**config.mk**
```make
export PLATFORM = sky130hd
export DESIGN_NAME = sequence_generator
export DESIGN_NICKNAME = d
export VERILOG_FILES = /design/src/rtl/sequence_generator.sv
export SDC_FILE = /design/constraint.sdc
export NUM_CORES = 1
export LEC_CHECK = 0
export ABC_AREA = 1
export ABC_CLOCK_PERIOD_IN_PS = 1600
export BUFFER_PORTS_ARGS = -buffer_cell sky130_fd_sc_hd__buf_2
export CORE_MARGIN = 3
export CORE_UTILIZATION = 59
export CTS_BUF_LIST = sky130_fd_sc_hd__clkbuf_8
export DETAILED_ROUTE_END_ITERATION = 7
export GPL_TIMING_DRIVEN = 0
export PLACE_DENSITY_LB_ADDON = 0.3
export SYNTH_ARGS = -nofsm -noshare
export SYNTH_HDL_FRONTEND = slang
export SYNTH_SLANG_ARGS = --single-unit
```
**constraint.sdc**
```tcl
create_clock -name clk -period 1.6 [get_ports clk]
set_input_delay 0.16 -clock clk [delete_from_list [all_inputs] [get_ports clk]]
set_output_delay 0.16 -clock clk [all_outputs]
set_load 0.03 [all_outputs]
```
**src/rtl/sequence_generator.sv**
```systemverilog
// Serial pattern transmitter: shifts a latched SEQ_W-bit pattern out MSB-first, repeated with idle gaps.
// Optional macro SEQ_GEN_PARITY_EN appends an even-parity bit to every repetition.
module sequence_generator #(
  parameter int SEQ_W      = 4,
  parameter int CNT_W      = 4,
  parameter int GAP_CYCLES = 2
) (
  input  logic             clk,
  input  logic             reset,
  input  logic             start,
  input  logic [SEQ_W-1:0] pattern,
  input  logic [CNT_W-1:0] repeat_cnt,
  input  logic             abort,
  output logic             data_out,
  output logic             data_valid,
  output logic             busy,
  output logic             done
);

`ifdef SEQ_GEN_PARITY_EN
  localparam int REP_LEN = SEQ_W + 1;
`else
  localparam int REP_LEN = SEQ_W;
`endif
  localparam int IDX_W = $clog2(SEQ_W + 1);
  localparam int GAP_W = (GAP_CYCLES > 0) ? $clog2(GAP_CYCLES + 1) : 1;

  typedef enum logic [1:0] {IDLE, SEND, GAP, DONE} state_t;

  state_t           state_q, state_d;
  logic [SEQ_W-1:0] pat_q, pat_d;
  logic [SEQ_W-1:0] sh_q, sh_d;
  logic [CNT_W-1:0] rep_q, rep_d;
  logic [IDX_W-1:0] idx_q, idx_d;
  logic [GAP_W-1:0] gap_q, gap_d;
  logic             out_d, valid_d, busy_d, done_d;
  logic             load_rep;
`ifdef SEQ_GEN_PARITY_EN
  logic             par_q, par_d;
`endif

  always_comb begin
    // NOTE: every combinational output gets a default first so no path leaves it unassigned (no latches).
    state_d  = state_q;
    pat_d    = pat_q;
    sh_d     = sh_q;
    rep_d    = rep_q;
    idx_d    = idx_q;
    gap_d    = gap_q;
    out_d    = 1'b0;
    valid_d  = 1'b0;
    busy_d   = 1'b0;
    done_d   = 1'b0;
    load_rep = 1'b0;
`ifdef SEQ_GEN_PARITY_EN
    par_d    = par_q;
`endif

    unique case (state_q)
      IDLE: begin
        if (start && !abort) begin
          state_d = SEND;
          pat_d   = pattern;
          sh_d    = pattern << 1;
          rep_d   = (repeat_cnt == '0) ? CNT_W'(1) : repeat_cnt;
          idx_d   = '0;
          out_d   = pattern[SEQ_W-1];
          valid_d = 1'b1;
          busy_d  = 1'b1;
`ifdef SEQ_GEN_PARITY_EN
          par_d   = ^pattern;
`endif
        end
      end

      SEND: begin
        if (abort) begin
          state_d = IDLE;
        end else if (idx_q != IDX_W'(REP_LEN - 1)) begin
          idx_d   = idx_q + 1'b1;
          valid_d = 1'b1;
          busy_d  = 1'b1;
`ifdef SEQ_GEN_PARITY_EN
          if (idx_q == IDX_W'(SEQ_W - 1)) begin
            out_d = par_q;
          end else begin
            out_d = sh_q[SEQ_W-1];
            sh_d  = sh_q << 1;
          end
`else
          out_d = sh_q[SEQ_W-1];
          sh_d  = sh_q << 1;
`endif
        end else if (rep_q > CNT_W'(1)) begin
          if (GAP_CYCLES > 0) begin
            state_d = GAP;
            gap_d   = '0;
            busy_d  = 1'b1;
          end else begin
            load_rep = 1'b1;
          end
        end else begin
          state_d = DONE;
          done_d  = 1'b1;
        end
      end

      GAP: begin
        if (abort) begin
          state_d = IDLE;
        end else if (gap_q == GAP_W'(GAP_CYCLES - 1)) begin
          load_rep = 1'b1;
        end else begin
          gap_d  = gap_q + 1'b1;
          busy_d = 1'b1;
        end
      end

      DONE: state_d = IDLE;

      default: state_d = IDLE;
    endcase

    // Restart the latched pattern for the next repetition.
    if (load_rep) begin
      state_d = SEND;
      rep_d   = rep_q - 1'b1;
      idx_d   = '0;
      sh_d    = pat_q << 1;
      out_d   = pat_q[SEQ_W-1];
      valid_d = 1'b1;
      busy_d  = 1'b1;
    end
  end

  always_ff @(posedge clk) begin
    // NOTE: reset is synchronous, so it lives inside the clocked branch rather than the sensitivity list.
    if (!reset) begin
      state_q    <= IDLE;
      pat_q      <= '0;
      sh_q       <= '0;
      rep_q      <= '0;
      idx_q      <= '0;
      gap_q      <= '0;
      data_out   <= 1'b0;
      data_valid <= 1'b0;
      busy       <= 1'b0;
      done       <= 1'b0;
`ifdef SEQ_GEN_PARITY_EN
      par_q      <= 1'b0;
`endif
    end else begin
      // NOTE: non-blocking assignments so every register samples pre-edge values.
      state_q    <= state_d;
      pat_q      <= pat_d;
      sh_q       <= sh_d;
      rep_q      <= rep_d;
      idx_q      <= idx_d;
      gap_q      <= gap_d;
      data_out   <= out_d;
      data_valid <= valid_d;
      busy       <= busy_d;
      done       <= done_d;
`ifdef SEQ_GEN_PARITY_EN
      par_q      <= par_d;
`endif
    end
  end

endmodule

```
Word level (Yosys, flattened, before mapping):

Index checks and enable logic that the tools add are counted.

* register bits after elaboration: 23
* output and inout bits: 4
* word-level logic and storage cells: 102

* $add $sub $neg: 3
* $lt $le $gt $ge: 1
* eq/ne operators: 19
* muxes and demuxes: 47
* bitwise logic cells: 2
* reductions and logical operators: 18

Operators with widths (number)
* $mux W4: 8
* $mux W1: 20
* $mux W2: 9
* $ne A2 B2 Y1 const B: 8
* $ne A3 B3 Y1 const B: 5
* $mux W3: 3
* $pmux W2 S4: 1
* $pmux W4 S2: 1
* $reduce_and A4 Y1: 2
* $reduce_bool A2 Y1: 4
* $pmux W3 S2: 1
* $reduce_and A3 Y1: 2
* $reduce_and A6 Y1: 1
* $eq A2 B1 Y1 const B: 2
* $eq A2 B2 Y1 const B: 2
* $gt A4 B1 Y1 const B: 1
* $logic_not A4 Y1: 1
* $ne A4 B4 Y1 const B: 1
* $pmux W1 S2: 2
* $pmux W2 S2: 1
* $reduce_and A2 Y1: 2
* $reduce_or A4 Y1: 1
* $sub A4 B1 Y4 const B: 1
* $add A3 B1 Y3 const B: 1
* other kinds (9): 10

Depth between registers and ports, before layout:

* depth after elaboration: 6
* gate-level depth with buffers: 10
* gate-level depth less buffers: 10

Least setup slack after synthesis:

No wires, ideal clock.

* kind: register to register
* from: register idx_q[0]
* to: register sh_q[1]
* setup time: 113 ps
* arrival: 1311 ps
* required time: 1487 ps
* path slack: 177 ps
* stages on the path, launching flop included: 9
* clock period less this slack: 1423 ps
* path through: dfxtp_1 -> ha_1 -> ha_1 -> nor2_1 -> nand2_8 -> nand2_4 -> nor2_4 -> nor2_1 -> nor2_1

* word-level cells in the longest chain between the ends: 3

RTL lines
* from (decl): line 34 `logic [IDX_W-1:0] idx_q, idx_d;`
* from (signal assigned): line 158 `idx_q <= idx_d;`
* $ne A3 B2 Y1: line 79 `end else if (idx_q != IDX_W'(REP_LEN - 1)) begin`
* $ne A3 B3 Y1 (no source line)
* $reduce_and A4 Y1 (no source line)
* to (signal assigned): line 141 `sh_q <= '0;`
* to (signal assigned): line 156 `sh_q <= sh_d;`
* to (decl): line 32 `logic [SEQ_W-1:0] sh_q, sh_d;`

Every way passes these cells.
A chain may end at the register's enable or synchronous reset.

Final worst setup path:

Same ends and word-level chain as after synthesis.

==> results_dict.tcl <==
set metrics [dict create \
    initial_core_util 0.635 \
    synth.yosys.seq_area_share 0.346 \
    yosys_warnings 0 \
    final_area_sq_um 1440 \
    tightest_slew_ns 0.421 \
    critPathMaxStageDelay_ns 0.33 \
    syn2layout_area_growth_pct 13.1 \
    skew_ns 0.00328 \
    cts_setup_buffers 0 \
    htreeDepth 1 \
    cp-end-kind "register" \
    rsz0062_at_grt "false" \
    track_usage 0.229 \
    fin_util 0.718 \
    required_ns 1.76 \
    drt_first_pass_iters 4 \
    final_cell_mix "64 x nand2_1, 33 x nor2_1, 21 x inv_1, 21 x dfxtp_1, 15 x buf_2" \
    final_common_cell "nand2_1" \
    remaining_drc_errors 0 \
    drt-total-wl_um 2640 \
    clock_sinks 22 \
    fmax_ghz 0.692 \
    wl_per_cell_um 11.2 \
    cts.reportedPaths.clkPinSlew_ns 0.08 \
    syn_inst 191 \
    synth_mux_area_frac 0 \
    drv_slew 0 \
    final_nets 228 \
    power.density_nw_per_um2 855 \
    outcome "finished, final reports clean" \
    place_area_sq_um 1380 \
    ir_drop_v 0.000731 \
    io_pins 16 \
    synth_top_family_by_area "simple AND/OR/NAND/NOR gates" \
    synthSimpleGateAreaFrac 0.437 \
    viasPerCell 5.06 \
    die_w_um 52.4 \
    whs_ns 0.174 \
    cts_tree "yes" \
    drive_gt1_frac 0.187 \
    cts_buffers 3 \
    ys_types 23 \
    vias 1195 \
    fin_crit_sh 0.903 \
    synth-edff-count 0 \
    p_leak_nw 0.725 \
    gp_congestion 0.902 \
    overflow 0 \
    synth_seq_cells 22 \
    synth_compound_area_frac 0.0778 \
    synth.net_count 208 \
    synth.avg_cell_area_sq_um 6.66 \
    path_cells "ha_1 -> ha_4 -> nor2_2 -> nand2_8 -> nand2_4 -> nor2_4 -> nor2_1 -> nor2_1" \
    max-slew-margin-rel 0.719 \
    async_flop_share 0 \
    drt_iter0_drc 36 \
    grt_max_degree 12 \
    setup-tns-final_ns 0 \
    antenna_found_initial 0 \
    grt_pass1_vias 1088 \
    dieArea_sq_um 2750 \
    min_path_type "in2reg" \
    rr_worst_depth 8 \
    setup_ws_ns 0.156 \
    slowest_stage "dfxtp_2" \
    crit_arrival_ns 1.61 \
    ys.flop_type "dfxtp_1" \
    postRouteAntennaNets 0 \
    synth-xor-area-share 0.00689 \
    die_y_um 52.4 \
    min_period_ns 1.44 \
    grt_pass1_wl_um 4710 \
    clk_latency_ns 0.26 \
    clockBufferDepth 2 \
    min_delay_path_depth 3 \
    synthAdderAreaFrac 0.0492 \
    rrSetupSlack_ns 0.16 \
    rows 16 \
    start_kind "register" \
    final_hold_viol_count 0 \
    num_antenna_cells 0 \
    placement.setup.worst_slack_ns 0.0185 \
    worstPathMaxFanout 7 \
    cpMostUsedCell "nor2_1" \
    port_buffers 15 \
    finalSetupViolations 0 \
    syn_area_sq_um 1270 \
    maxCapViolations 0 \
    core_area_sq_um 2000 \
    place_hpwl_um 2080 \
    root_buffer "clkbuf_8" \
    crit_type "reg2reg" \
]
## report_power, final
group | internal (mW) | total (mW) | leakage, nW | switching [mW]
logic | 0.0973 | 0.277 | 0.523 | 0.180
clock network | 0.168 | 0.342 | 0.0216 | 0.174
registers | 0.585 | 0.610 | 0.180 | 0.0249
total | 0.850 | 1.23 | 0.725 | 0.378
## critical path: cells and delay by family (launching register included)
family | cells | cell delay [ns]
adders and majority gates | 2 | 0.41
and+or+nand+nor | 6 | 0.61
DFF | 1 | 0.33
## through the flow
step	cells	power, mW
after global routing	236	1.30
after global placement	233	0.885
after detailed placement	233	0.898
final	236	1.23
after floorplan	191	0.827
after CTS	236	1.24
## registers in the layout, indices dropped and copies added, names as in the netlist
| name | cells |
|---|---|
| data_valid | 1 |
| state_q | 2 |
| idx_q | 3 |
| busy | 1 |
| gap_q | 2 |
| done | 1 |
| sh_q | 3 |
| rep_q | 4 |
| data_out | 1 |
| pat_q | 4 |
## cell type report
type,count,area [sq um]
buffer,2,18.8
inverter,23,86.3
sequential,22,442
tap,27,33.8
clock buffer,3,41.3
fill,163,564
multi-input combinational,144,741
timing repair buffer,15,75.1
## repair_timing
| action | 4_1_cts | 5_1_grt |
|---|---|---|
| resized for setup | 1 | 3 |
| cloned | 0 | 0 |
| hold buffers | 0 | 0 |
| endpoints found under the setup margin | 1 | 1 |
| pin swaps | 0 | 1 |
## Yosys cell counts (all sizes together), types with 2 or more instances
master  number  share of area
nand2       70           0.24
nor2        38           0.14
inv         23          0.068
dfxtp       22           0.35
a21oi       10          0.039
nand3       10          0.039
ha           5          0.049
o21ai        5          0.023
or2          2         0.0098
## final timing paths
check        startpoint        to
max            idx_q[0]   sh_q[1]
min          pattern[2]  pat_q[2]
max reg2reg    idx_q[0]   sh_q[1]
min reg2reg    idx_q[2]  idx_q[2]
## kinds of logic (layout without fill, tap and decap cells)
| group | Yosys count | count (layout) |
|---|---|---|
| adder cells (fa/ha/maj) | 5 | 5 |
| XOR/XNOR | 1 | 1 |
| flip-flops | 22 | 22 |
| buffers and inverters | 25 | 43 |
| AND/OR/NAND/NOR | 121 | 121 |
| AO/OA/AOI/OAI | 17 | 17 |
## metal layers
layer	vias to the layer above	GRT usage	wire length, um
li1	623	-	-
met1	533	0.288	1160
met2	36	0.405	1320
met3	3	0.0513	141
met4	0	0.0255	10
met5	-	0	0
(Power assumes the default switching activity.)
